$ cat src/rtl/output_sched_pkg.sv
// Shared types and helpers for the output_stage round-robin scheduler.
// Sizes are fixed by the serializer datapath in output_stage.
package output_sched_pkg;

   localparam int NCH     = 8;
   localparam int DW      = 128;
   localparam int MAX_LEN = 128;
   localparam int IW      = $clog2(NCH);

   typedef enum logic [2:0] {
      IDLE,
      ISSUE,
      WAIT_START,
      BUSY,
      GAP
   } state_e;

   function automatic logic [NCH-1:0] onehot(input logic [IW-1:0] idx);
      logic [NCH-1:0] v;
      v      = '0;
      v[idx] = 1'b1;
      return v;
   endfunction

   function automatic logic [7:0] clamp_len(input logic [7:0] len);
      return (len > 8'(MAX_LEN)) ? 8'(MAX_LEN) : len;
   endfunction

   function automatic logic [IW-1:0] wrap_inc(input logic [IW-1:0] idx);
      return (int'(idx) == NCH - 1) ? '0 : IW'(int'(idx) + 1);
   endfunction

endpackage

$ cat src/rtl/output_sched_if.sv
// Requester and serializer side signals of the output scheduler.
// master = scheduler, slave = requesters plus output_stage.
interface output_sched_if import output_sched_pkg::*; ();

   logic [NCH-1:0]    ch_enable;
   logic [NCH-1:0]    req;
   logic [NCH*DW-1:0] req_data;
   logic [NCH*8-1:0]  req_len;
   logic [NCH-1:0]    req_ack;
   logic [DW-1:0]     data_gray;
   logic [15:0]       data_count;
   logic [NCH-1:0]    vld_ch;
   logic              crc_valid;
   logic              sched_busy;
   logic              err_len;
   logic              err_nostart;

   modport master (
      input  ch_enable, req, req_data, req_len, crc_valid,
      output req_ack, data_gray, data_count, vld_ch,
      output sched_busy, err_len, err_nostart
   );

   modport slave (
      output ch_enable, req, req_data, req_len, crc_valid,
      input  req_ack, data_gray, data_count, vld_ch,
      input  sched_busy, err_len, err_nostart
   );

endinterface

$ cat src/rtl/output_scheduler_rr_arbiter.sv
// Combinational round-robin pick: first eligible channel at or after ptr.
// The pointer register lives in the parent.
module rr_arbiter import output_sched_pkg::*; (
   input  logic [NCH-1:0] eligible,
   input  logic [IW-1:0]  ptr,
   output logic [NCH-1:0] grant,
   output logic [IW-1:0]  grant_idx,
   output logic           found
);

   logic [IW-1:0] idx;

   // Walk from the lowest priority down so the last hit is the winner.
   always_comb begin
      grant_idx = '0;
      found     = 1'b0;
      idx       = '0;
      for (int k = NCH - 1; k >= 0; k--) begin
         idx = IW'((int'(ptr) + k) % NCH);
         if (eligible[idx]) begin
            grant_idx = idx;
            found     = 1'b1;
         end
      end
      grant = onehot(grant_idx) & {NCH{found}};
   end

endmodule

$ cat src/rtl/output_scheduler.sv
// Round-robin scheduler sharing the output_stage serializer among NCH
// requesters, with issue tracking through crc_valid and an idle gap.
module output_scheduler import output_sched_pkg::*; #(
   parameter int GAP_CYC = 1
) (
   input logic            clk_out16x,
   input logic            rst_n,
   output_sched_if.master bus
);

   localparam int GW = (GAP_CYC > 1) ? $clog2(GAP_CYC) : 1;

   state_e         state_q, state_d, after_busy;
   logic [IW-1:0]  ptr_q;
   logic [GW-1:0]  gap_q;
   logic           gap_done;

   logic [NCH-1:0] elig, win_oh;
   logic [IW-1:0]  win_idx;
   logic           win_any;
   logic [7:0]     win_len;
   logic           len_zero, len_over;

   logic [NCH-1:0] vld_d, ack_d;
   logic           err_len_d, err_nostart_d, load;

   logic [NCH-1:0] vld_q, ack_q;
   logic           err_len_q, err_nostart_q;
   logic [DW-1:0]  gray_q;
   logic [15:0]    count_q;

   // A channel acked this cycle still shows req until its owner reacts.
   assign elig = bus.req & bus.ch_enable & ~ack_q;

   rr_arbiter u_arb (
      .eligible  (elig),
      .ptr       (ptr_q),
      .grant     (win_oh),
      .grant_idx (win_idx),
      .found     (win_any)
   );

   assign win_len  = bus.req_len[int'(win_idx)*8 +: 8];
   assign len_zero = (win_len == 8'd0);
   assign len_over = (win_len > 8'(MAX_LEN));

   assign after_busy = (GAP_CYC == 0) ? IDLE : GAP;
   assign gap_done   = (GAP_CYC == 0) ||
                       (int'(gap_q) == GAP_CYC - 1);

   always_ff @(posedge clk_out16x or negedge rst_n) begin
      if (!rst_n) state_q <= IDLE;
      else        state_q <= state_d;
   end

   always_comb begin
      state_d = state_q;
      unique case (state_q)
         IDLE:       if (win_any && !len_zero) state_d = ISSUE;
         ISSUE:      state_d = WAIT_START;
         WAIT_START: state_d = bus.crc_valid ? BUSY : after_busy;
         BUSY:       if (!bus.crc_valid) state_d = after_busy;
         GAP:        if (gap_done) state_d = IDLE;
         default:    state_d = IDLE;
      endcase
   end

   always_comb begin
      vld_d         = '0;
      ack_d         = '0;
      err_len_d     = 1'b0;
      err_nostart_d = 1'b0;
      load          = 1'b0;
      unique case (state_q)
         IDLE: begin
            if (win_any) begin
               ack_d     = win_oh;
               err_len_d = len_zero | len_over;
               if (!len_zero) begin
                  vld_d = win_oh;
                  load  = 1'b1;
               end
            end
         end
         WAIT_START: err_nostart_d = !bus.crc_valid;
         default: ;
      endcase
   end

   always_ff @(posedge clk_out16x or negedge rst_n) begin
      if (!rst_n) begin
         vld_q         <= '0;
         ack_q         <= '0;
         err_len_q     <= 1'b0;
         err_nostart_q <= 1'b0;
         gray_q        <= '0;
         count_q       <= '0;
         ptr_q         <= '0;
         gap_q         <= '0;
      end else begin
         vld_q         <= vld_d;
         ack_q         <= ack_d;
         err_len_q     <= err_len_d;
         err_nostart_q <= err_nostart_d;
         if (load) begin
            gray_q  <= bus.req_data[int'(win_idx)*DW +: DW];
            count_q <= {8'd0, clamp_len(win_len)};
         end
         if (state_q == IDLE && win_any)
            ptr_q <= wrap_inc(win_idx);
         gap_q <= (state_q == GAP) ? gap_q + 1'b1 : '0;
      end
   end

   assign bus.vld_ch      = vld_q;
   assign bus.req_ack     = ack_q;
   assign bus.err_len     = err_len_q;
   assign bus.err_nostart = err_nostart_q;
   assign bus.data_gray   = gray_q;
   assign bus.data_count  = count_q;
   assign bus.sched_busy  = (state_q != IDLE);

endmodule
$ cat src/flat_wrapper.sv
// flat-port wrapper written by rule: the top's interface ports become plain ports
module output_scheduler_flat import output_sched_pkg::*;
#(
   parameter int GAP_CYC = 1
)
  (clk_out16x, rst_n, bus_ch_enable, bus_req, bus_req_data, bus_req_len, bus_crc_valid, bus_req_ack, bus_data_gray, bus_data_count, bus_vld_ch, bus_sched_busy, bus_err_len, bus_err_nostart);
  output_sched_if bus_i ();
  input logic clk_out16x;
  input logic rst_n;
  input wire logic [$bits(bus_i.ch_enable)-1:0] bus_ch_enable;
  input wire logic [$bits(bus_i.req)-1:0] bus_req;
  input wire logic [$bits(bus_i.req_data)-1:0] bus_req_data;
  input wire logic [$bits(bus_i.req_len)-1:0] bus_req_len;
  input wire logic [$bits(bus_i.crc_valid)-1:0] bus_crc_valid;
  output wire logic [$bits(bus_i.req_ack)-1:0] bus_req_ack;
  output wire logic [$bits(bus_i.data_gray)-1:0] bus_data_gray;
  output wire logic [$bits(bus_i.data_count)-1:0] bus_data_count;
  output wire logic [$bits(bus_i.vld_ch)-1:0] bus_vld_ch;
  output wire logic [$bits(bus_i.sched_busy)-1:0] bus_sched_busy;
  output wire logic [$bits(bus_i.err_len)-1:0] bus_err_len;
  output wire logic [$bits(bus_i.err_nostart)-1:0] bus_err_nostart;
  assign bus_i.ch_enable = bus_ch_enable;
  assign bus_i.req = bus_req;
  assign bus_i.req_data = bus_req_data;
  assign bus_i.req_len = bus_req_len;
  assign bus_i.crc_valid = bus_crc_valid;
  assign bus_req_ack = bus_i.req_ack;
  assign bus_data_gray = bus_i.data_gray;
  assign bus_data_count = bus_i.data_count;
  assign bus_vld_ch = bus_i.vld_ch;
  assign bus_sched_busy = bus_i.sched_busy;
  assign bus_err_len = bus_i.err_len;
  assign bus_err_nostart = bus_i.err_nostart;
  output_scheduler #(.GAP_CYC(GAP_CYC)) u_core (.clk_out16x(clk_out16x), .rst_n(rst_n), .bus(bus_i));
endmodule
$ cat config.mk
export PLATFORM = sky130hd
export DESIGN_NAME = output_scheduler_flat
export DESIGN_NICKNAME = d
export VERILOG_FILES = /design/src/rtl/output_sched_pkg.sv /design/src/rtl/output_sched_if.sv /design/src/rtl/output_scheduler_rr_arbiter.sv /design/src/rtl/output_scheduler.sv /design/src/flat_wrapper.sv
export SDC_FILE = /design/constraint.sdc
export NUM_CORES = 1
export LEC_CHECK = 0
export ABC_AREA = 1
export CORE_AREA = 2 2 496 498
export DETAILED_ROUTE_END_ITERATION = 12
export DIE_AREA = 0 0 498 500
export SLEW_MARGIN = 20
export SYNTH_ARGS = -nofsm -noshare
export SYNTH_HDL_FRONTEND = slang
export SYNTH_SLANG_ARGS = --single-unit
$ cat constraint.sdc
create_clock -name clk_out16x -period 8.5 [get_ports clk_out16x]
set_clock_uncertainty 0.2 [all_clocks]
set_input_delay 2.55 -clock clk_out16x [delete_from_list [all_inputs] [get_ports clk_out16x]]
set_output_delay 2.55 -clock clk_out16x [all_outputs]
set_load 0.005 [all_outputs]
======== Word level (Yosys, flattened, before mapping) ========
Index checks and enable logic that the tools add are counted.
storage, ports and cells
  register bits after elaboration ......... 161
  output and inout bits ................... 163
operators by class
  add/subtract/negate cells ............... 9
  magnitude comparators ................... 11
  eq/ne operators ......................... 8
  shifts and indexed selects .............. 2
  mux-type cells .......................... 53
  bitwise logic cells ..................... 5
  reduce and logical (&&, ||, !) cells .... 9
operator list
  operator                                                                             number
  1024-bit by 11-bit variable part select with 128-bit output                          1
  64-bit by 7-bit variable part select with 8-bit output                               1
  8-bit 2-to-1 mux                                                                     6
  3-bit 2-to-1 mux                                                                     13
  3-bit by 4-bit < comparator with 1-bit output, second input constant                 9
  8-bit AND                                                                            3
  1-bit binary-select mux with 3-bit select                                            8
  1-bit 2-to-1 mux                                                                     24
  3-bit one-hot mux with 5 select lines                                                1
  3-bit adder, second input constant                                                   4
  8-bit > comparator, second input constant                                            1
  8-bit logical NOT                                                                    1
  8-bit inverter                                                                       1
  3-bit by 1-bit adder with 3-bit output, second input constant                        2
  3-bit by 2-bit adder with 3-bit output, second input constant                        2
  3-bit by 1-bit == test with 1-bit output, second input constant                      2
  3-bit by 2-bit == test with 1-bit output, second input constant                      2
  2-bit inequality test, second input constant                                         2
  1-bit demux with 3-bit select                                                        1
  3-bit == test, second input constant                                                 1
  3-bit by 1-bit greater-or-equal comparator with 1-bit output, second input constant  1
  1-bit logical AND                                                                    3
  3-bit logical NOT                                                                    1
  3-bit AND reduction                                                                  1
  other kinds (5)                                                                      6

======== Longest topological paths before layout ========
Gate-level depths: netlist of run 1.
  depth after elaboration ................. 20
  mapped depth ............................ 33

======== Hierarchy ========
From an unflattened synthesis of run 1, not the netlist that was laid out.
second synthesis, totals
  cell total of the unflattened synthesis .. 2508
  area, all modules ....................... 15493.6 µm²
by module, submodules not included
  module            times used  cells each  area an instance (µm²)  seq. area each (µm²)
  output_scheduler  1           2360        14736.6                 4028.9
  rr_arbiter        1           148         757.0                   0.0

======== Least setup slack after synthesis of run 1 ========
OpenSTA, ideal clock, no wires.
  kind .................................... input-to-reg
  start point ............................. input bus_req[7]
  end point ............................... register u_core.gray_q[74], in the netlist u_core.bus.data_gray[74]
  arrival ................................. 4.868 ns
  data required time ...................... 8.173 ns
  path slack .............................. 3.304 ns
  stages on the path ...................... 25
  buffers on the path ..................... 4
  path through ............................ nand2_1 > nor2_1 > nand2_1 > nand2_1 > nand2_1 > nand2_1 > nand2_1 > nand2_1 > nand2_1 > nand2_1 > nand2_1 > nand2_1 > nand2_1 > nand2_1 > nand2_2 > nand2_4 > buf_6 > buf_2 > buf_2 > buf_2 > mux2_2 > nand2_1 > nand3_1 > a21oi_1 > o21ai_2
between the ends
  word-level cells in the longest chain between the ends .. 17
  elaborated cells on any way between the ends .. 40
  classes of those cells .................. shift: 2; mux: 35; bitwise: 2; reduce/logical: 1
RTL lines
  what                                                    line                               RTL
  start, declared                                         flat_wrapper.sv:11                 input wire logic [$bits(bus_i.req)-1:0] bus_req;
  8-bit AND * (2 in a row)                                output_scheduler.sv:33             assign elig = bus.req & bus.ch_enable & ~ack_q;
  1-bit binary-select mux with 3-bit select               output_scheduler_rr_arbiter.sv:20  if (eligible[idx]) begin
  1-bit 2-to-1 mux (implied by the code)                  output_scheduler_rr_arbiter.sv:20
  3-bit 2-to-1 mux (8 in a row)                           output_scheduler_rr_arbiter.sv:20
  64-bit by 7-bit variable part select with 8-bit output  output_scheduler.sv:43             assign win_len = bus.req_len[int'(win_idx)*8 +: 8];
  8-bit logical NOT                                       output_scheduler.sv:44             assign len_zero = (win_len == 8'd0);
  1-bit 2-to-1 mux                                        output_scheduler.sv:79             if (!len_zero) begin
  1-bit 2-to-1 mux                                        output_scheduler.sv:76             if (win_any) begin
  1-bit 2-to-1 mux                                        output_scheduler.sv:74             unique case (state_q)
  end signal, assigned                                    output_scheduler.sv:106            gray_q <= bus.req_data[int'(win_idx)*DW +: DW];
  end, declared                                           output_scheduler.sv:29             logic [DW-1:0] gray_q;
Mark *: on every way between the ends. The rest lies on a longest branch, timed or not. The select of a mux whose other input is x is not followed.
A chain may end at the register's enable or synchronous reset.

======== Worst setup path after layout of run 1 ========
  start point ............................. input bus_req[4]
  end point ............................... register u_core.gray_q[66], in the netlist u_core.bus.data_gray[66]
The elaborated chain is that of the path after synthesis.

==> results.yml, run 1 <==
logic_synthesis:
  yosysMostFrequentCell: "nand2_1"
  synth_top_area_share_pct: 34.8
  seq_area_frac_synth_pct: 24.3
  netlist_instances: 2144
  synth_warnings: 0
  synth_top_cell_by_area: "mux2_2"
  synth_seq_cells: 161
  synth-edff-count: 0
  synthesis.area_um2: 16600
  netlist_top_cells_count: "nand2_1, mux2_2, nand3_1, dfrtp_1, a21oi_1"
  async_flop_share_pct: 100
  syn_avg_cell_area_um2: 7.73
  ys.flop_type: "dfrtp_1"
  ys_types: 37
  synth.top_cells.by_area: "mux2_2, dfrtp_1, nand2_1"
critical_path:
  crit_path_frequent_cell: "nand2_1"
  path_class: "input pin to flop"
  crit_path_top_delay_cell: "buf_4"
  crit_arrival_ps: 7160
  crit_chain: "clkdlybuf4s50_1, nand2_1, nor2_1, nand2_1, nand3_1, nand3_1, nand2_2, inv_1, nand2_1, nand2_1, nand2_1, nand2_1, nand2_1, nand2_2, nand2_8, buf_4, mux2_2, nand2_1, nand3_1, a21oi_1, o21ai_1"
  slowest_delay_ps: 650
  start_kind: "input pin"
  crit_path_end_kind: "flop"
  cp.required_ps: 8700
  cp_max_fo: 65
global_routing:
  grt_overflow: 0
  antenna_found_initial: 211
  grtUsageTotal_pct: 14.8
  grt_pass1_wl_um: 237000
  grt_max_degree: 98
  grt_pass1_vias: 21306
cells_and_area:
  syn_to_final_growth_pct: 102
  drive_gt1_share_pct: 19.2
  fin_nets: 4410
  fillers: 27990
die:
  die_height_um: 500
  dieArea_um2: 249000
  ioPinCount: 1270
  dieWidth_um: 498
  core_region_area_um2: 244000
  initial_utilization_pct: 6.78
  rows: 182
route:
  wl_per_cell_um: 29.3
  drtAntennaViolNets: 0
  via_count: 21798
  drt-pass1-iter-count: 5
  vias_per_cell: 3.31
  route.detailed.drc: 0
  drtIter0Drc: 1644
  wl_um: 193000
status:
  status: "finished clean"
cts:
  cts-root-buf: "clkbuf_16"
  htree_num_levels: 4
  cts_resized: 0
  clk_latency_ps: 560
  hold_buffers: 0
  cts_tree: "yes"
  clk_pin_slew_ps: 100
  cts_sinks: 161
  post_cts_buffers: 0
  clock_path_buffers: 2
  cts_inserted_buffers: 17
sta:
  tns_ps: 0
  max_slew.worst_pin.slew_ps: 859
  post-route-period-util_pct: 81.9
  max_freq_mhz: 144
  relSlewSlack_pct: 42.7
  setup_violations: 0
  report.final.slew_viol_count: 0
  fin_crit_ps: 6960
  hold_violations: 0
  rsz0062_at_grt: "false"
min_path:
  hold_path_class: "flop to flop"
place:
  place.gp.congestion: 0.972
  port-buffer-count: 1261
  hpwlAfterDp_um: 170000
job:
  maxCapViolCount: 0
per-stage QoR:
stage	std cells	hold WS [ps]	util [%]	area [um^2]	worst slack (ps)
4_1_cts	6533	244	13.6	33300	1630
5_1_grt	6551	269	13.7	33400	1280
6_report	6580	244	13.7	33500	1540
3_5_place_dp	6501	227	13.4	32700	998
2_1_floorplan	2151	204	-	16600	3300
3_3_place_gp	6501	213	13.4	32700	994
flip-flops by register name, indices dropped and copies added (netlist names):
register and count:
u_core.ptr_q 3, u_core.bus.data_gray 128, u_core.gap_q 1, u_core.state_q 3
u_core.bus.vld_ch 8, u_core.bus.err_len 1, u_core.bus.data_count 8, u_core.bus.req_ack 8
u_core.bus.err_nostart 1
final timing paths:
kind	start	end	slack, ps	cells after the start
max reg2reg	u_core.ptr_q[0]	u_core.bus.data_gray[66]	2450	20
max in group asynchronous	rst_n	u_core.bus.data_gray[2]	5230	2
min reg2reg	u_core.gap_q	u_core.gap_q	240	1
max	bus_req[4]	u_core.bus.data_gray[66]	1540	21
min in group asynchronous	rst_n	u_core.bus.data_gray[23]	1750	1
min	u_core.gap_q	u_core.gap_q	240	1
cell usage in the layout (no fill, tap or decap), types with 11 or more instances in the layout:
cell type and count:
o21ai_2 11, nand2_2 19, inv_1 37, nor2_1 29, buf_12 12, buf_4 24
clkdlybuf4s50_1 1260, clkbuf_16 17, a21oi_1 134, nand3_1 188, mux2_2 512, nand2_1 702
dfrtp_1 161, o21ai_1 110, o21ai_0 14, diode_2 47
critical path, delay by kind of cell:
family                 cells  cell delay (ps)
AOI/OAI and AO/OA          2              770
buffers and inverters      3             1210
muxes                      1              420
and+or+nand+nor           15             2020
kinds of logic (layout without fill, tap and decap cells):
group	count (synthesis)	after routing	synth area share (%)
compound gates	272	272	8.50
buf+inv	211	1373	6.90
fa+ha+maj	3	3	0.227
simple gates	980	980	25.0
other cells	1	55	0.0226
flops	161	161	24.3
xor+xnor	4	4	0.257
mux	512	512	34.8
final cells by class:
class	instances	area (um^2)	area share [%]
clock inverter	14	163	0.486
timing repair buffer	1297	13000	39.0
clock buffer	18	439	1.31
multi-input combinational	1779	11500	34.3
inverter	44	173	0.516
antenna	47	118	0.351
sequential	161	4030	12.0
tap	3220	4030	12.0
per-layer routing:
| layer | vias up | global-route usage, % | routed length (um) |
|---|---|---|---|
| met5 | - | 0 | 859 |
| met4 | 126 | 4.77 | 6900 |
| met3 | 374 | 6.68 | 21100 |
| met2 | 1405 | 24.0 | 86500 |
| met1 | 10214 | 17.3 | 77300 |
| li1 | 9679 | - | - |
Power of run 1 is not shown: default switching activity piles up to over one toggle a cycle in this logic, so the estimate is an artifact.
==> run 2, diff against run 1 <==
--- a/config.mk
+++ b/config.mk
@@ -6,9 +6,9 @@
 export NUM_CORES = 1
 export LEC_CHECK = 0
 export ABC_AREA = 1
-export CORE_AREA = 2 2 496 498
+export CORE_AREA = 2 2 501 503
 export DETAILED_ROUTE_END_ITERATION = 12
-export DIE_AREA = 0 0 498 500
+export DIE_AREA = 0 0 503 505
 export SLEW_MARGIN = 20
 export SYNTH_ARGS = -nofsm -noshare
 export SYNTH_HDL_FRONTEND = slang
==> constraint.sdc (replaced) <==
create_clock -name clk_out16x -period 7.2 [get_ports clk_out16x]
set_clock_uncertainty 0.2 [all_clocks]
set_input_delay 2.16 -clock clk_out16x [delete_from_list [all_inputs] [get_ports clk_out16x]]
set_output_delay 2.16 -clock clk_out16x [all_outputs]
set_load 0.005 [all_outputs]
==> run 2 against run 1 <==
Compared with the run above: first-iteration DRC count is 16% higher; count of clock-buffer cells in the layout is the same; cell area grew 1.7%; sequential share of layout area down 0.20 points; critical path depth increased by 1; non-clock buffer count grew 33; flip-flop and latch count stayed put; register-to-register slack got worse by 1400 ps; hold slack lost 3.0 ps; setup slack lost 900 ps; via count increased by 2.4%.
==> results.yml, run 2 (synthesis results as in run 1) <==
status:
  status: "finished clean"
global_routing:
  antenna_found_initial: 218
  grt_overflow: 0
  grt_max_degree: 102
  grt_pass1_vias: 21832
  grt_pass1_wl_um: 247000
  grtUsageTotal_pct: 15.3
sta:
  tns_ps: 0
  report.final.slew_viol_count: 0
  max_slew.worst_pin.slew_ps: 1180
  timing.hold.ws_ps: 241
  max_freq_mhz: 152
  relSlewSlack_pct: 21.4
  post-route-period-util_pct: 91.1
  fin_crit_ps: 6560
  setup_violations: 0
  hold_violations: 0
  rsz0062_at_grt: "false"
cts:
  clk_pin_slew_ps: 80
  post_cts_buffers: 0
  clock_path_buffers: 2
  cts-root-buf: "clkbuf_16"
  hold_buffers: 0
  cts_resized: 0
  cts_sinks: 161
  clk_latency_ps: 540
  htree_num_levels: 4
  cts_inserted_buffers: 17
  cts_tree: "yes"
critical_path:
  crit_chain: "clkdlybuf4s50_1, nand2_1, nor2_1, nand2_1, nand3_1, nand3_2, nand2_2, nor2_1, nand2_1, nand3_1, nand2_1, nand2_1, nand2_1, nand2_1, nand2_2, nand2_1, inv_8, buf_4, nand2_1, nand3_1, a21oi_1, o21ai_1"
  cp.required_ps: 7470
  slowest_delay_ps: 690
  crit_path_end_kind: "flop"
  path_class: "input pin to flop"
  crit_path_top_delay_cell: "buf_4"
  r2r_cells: 21
  r2r_start: "u_core.ptr_q[0]"
  r2r-end: "u_core.bus.data_gray[12]"
  cp_max_fo: 52
  r2r_slack_ps: 1100
  cp_top_family: "simple AND/OR/NAND/NOR gates"
  crit_path_frequent_cell: "nand2_1"
  start_kind: "input pin"
  path_buf_inv: 3
  crit_arrival_ps: 6830
route:
  wl_per_cell_um: 30.2
  drtAntennaViolNets: 0
  route.detailed.drc: 0
  vias_per_cell: 3.31
  drt-pass1-iter-count: 6
  wl_met1_um: 80800
  wl_um: 204000
  wl_met3_um: 23100
  via_count: 22327
  highest_layer: "met5"
  drtIter0Drc: 1915
  met2WireLength_um: 90500
min_path:
  whs_endpoint: "u_core.gap_q"
  worstHoldPathCells: 1
  hold_path_class: "flop to flop"
  hold_start: "u_core.gap_q"
job:
  maxCapViolCount: 0
cells_and_area:
  drive_gt1_share_pct: 19.9
  fillers: 28543
  layout_common_cells: "clkdlybuf4s50_1, nand2_1, mux2_2"
  syn_to_final_growth_pct: 105
  final_common_cell: "clkdlybuf4s50_1"
  fin_nets: 4443
  stdcell_count: 6745
  largest_reg_flops: 128
die:
  dieWidth_um: 503
  ioPinCount: 1270
  dieArea_um2: 254000
  rows: 183
  core_region_area_um2: 248000
  initial_utilization_pct: 6.67
  die_height_um: 505
place:
  hpwlAfterDp_um: 181000
  place_inst: 6644
  port-buffer-count: 1261
  place.gp.congestion: 0.945
==> run 2: changes by cell type in the layout (fill, tap and decap cells not counted), moves of 2 or more <==
cell / delta
buf_4: +22
diode_2: +22
buf_12: +11
clkinvlp_4: +3
inv_6: -3
clkinv_8: -2
inv_8: +2
==> run 2: final cells by class <==
cell class	count	area [um^2]	area share, %
Timing Repair Buffer	1330	13400	39.5
Clock inverter	14	170	0.500
Sequential cell	161	4030	11.8
Clock buffer	18	429	1.26
Tap cell	3330	4170	12.2
Multi-Input combinational cell	1779	11500	33.7
Inverter	44	173	0.507
Antenna cell	69	173	0.507
==> run 2: layer usage <==
layer,track usage [%],vias up
li1,-,9772
met1,18.2,10541
met2,24.5,1514
met3,6.30,388
met4,5.68,112
met5,0,-
==> run 2: worst max path at each step <==
stage | cells past startpoint | slack [ps] | startpoint | end
3_3_place_gp | 22 | -20 | bus_ch_enable[7] | u_core.bus.data_gray[12]
4_1_cts | 22 | 580 | bus_req[3] | u_core.bus.data_gray[12]
6_report | 22 | 640 | bus_ch_enable[7] | u_core.bus.data_gray[12]
2_1_floorplan | 25 | 2390 | bus_req[7] | u_core.bus.data_gray[74]
5_1_grt | 20 | 350 | bus_req[3] | u_core.bus.data_gray[70]
3_5_place_dp | 22 | -20 | bus_req[3] | u_core.bus.data_gray[12]
==> run 2: stage by stage <==
| stage | worst slack [ps] | cell area [um^2] | utilization, % |
|---|---|---|---|
| 3_3_place_gp | -19.1 | 33300 | 13.4 |
| 4_1_cts | 581 | 33900 | 13.6 |
| 5_1_grt | 347 | 33900 | 13.7 |
| 3_5_place_dp | -18.9 | 33300 | 13.4 |
| 6_report | 638 | 34000 | 13.7 |
| 2_1_floorplan | 2390 | 16600 | - |
Power of run 2 is left out for the same reason.
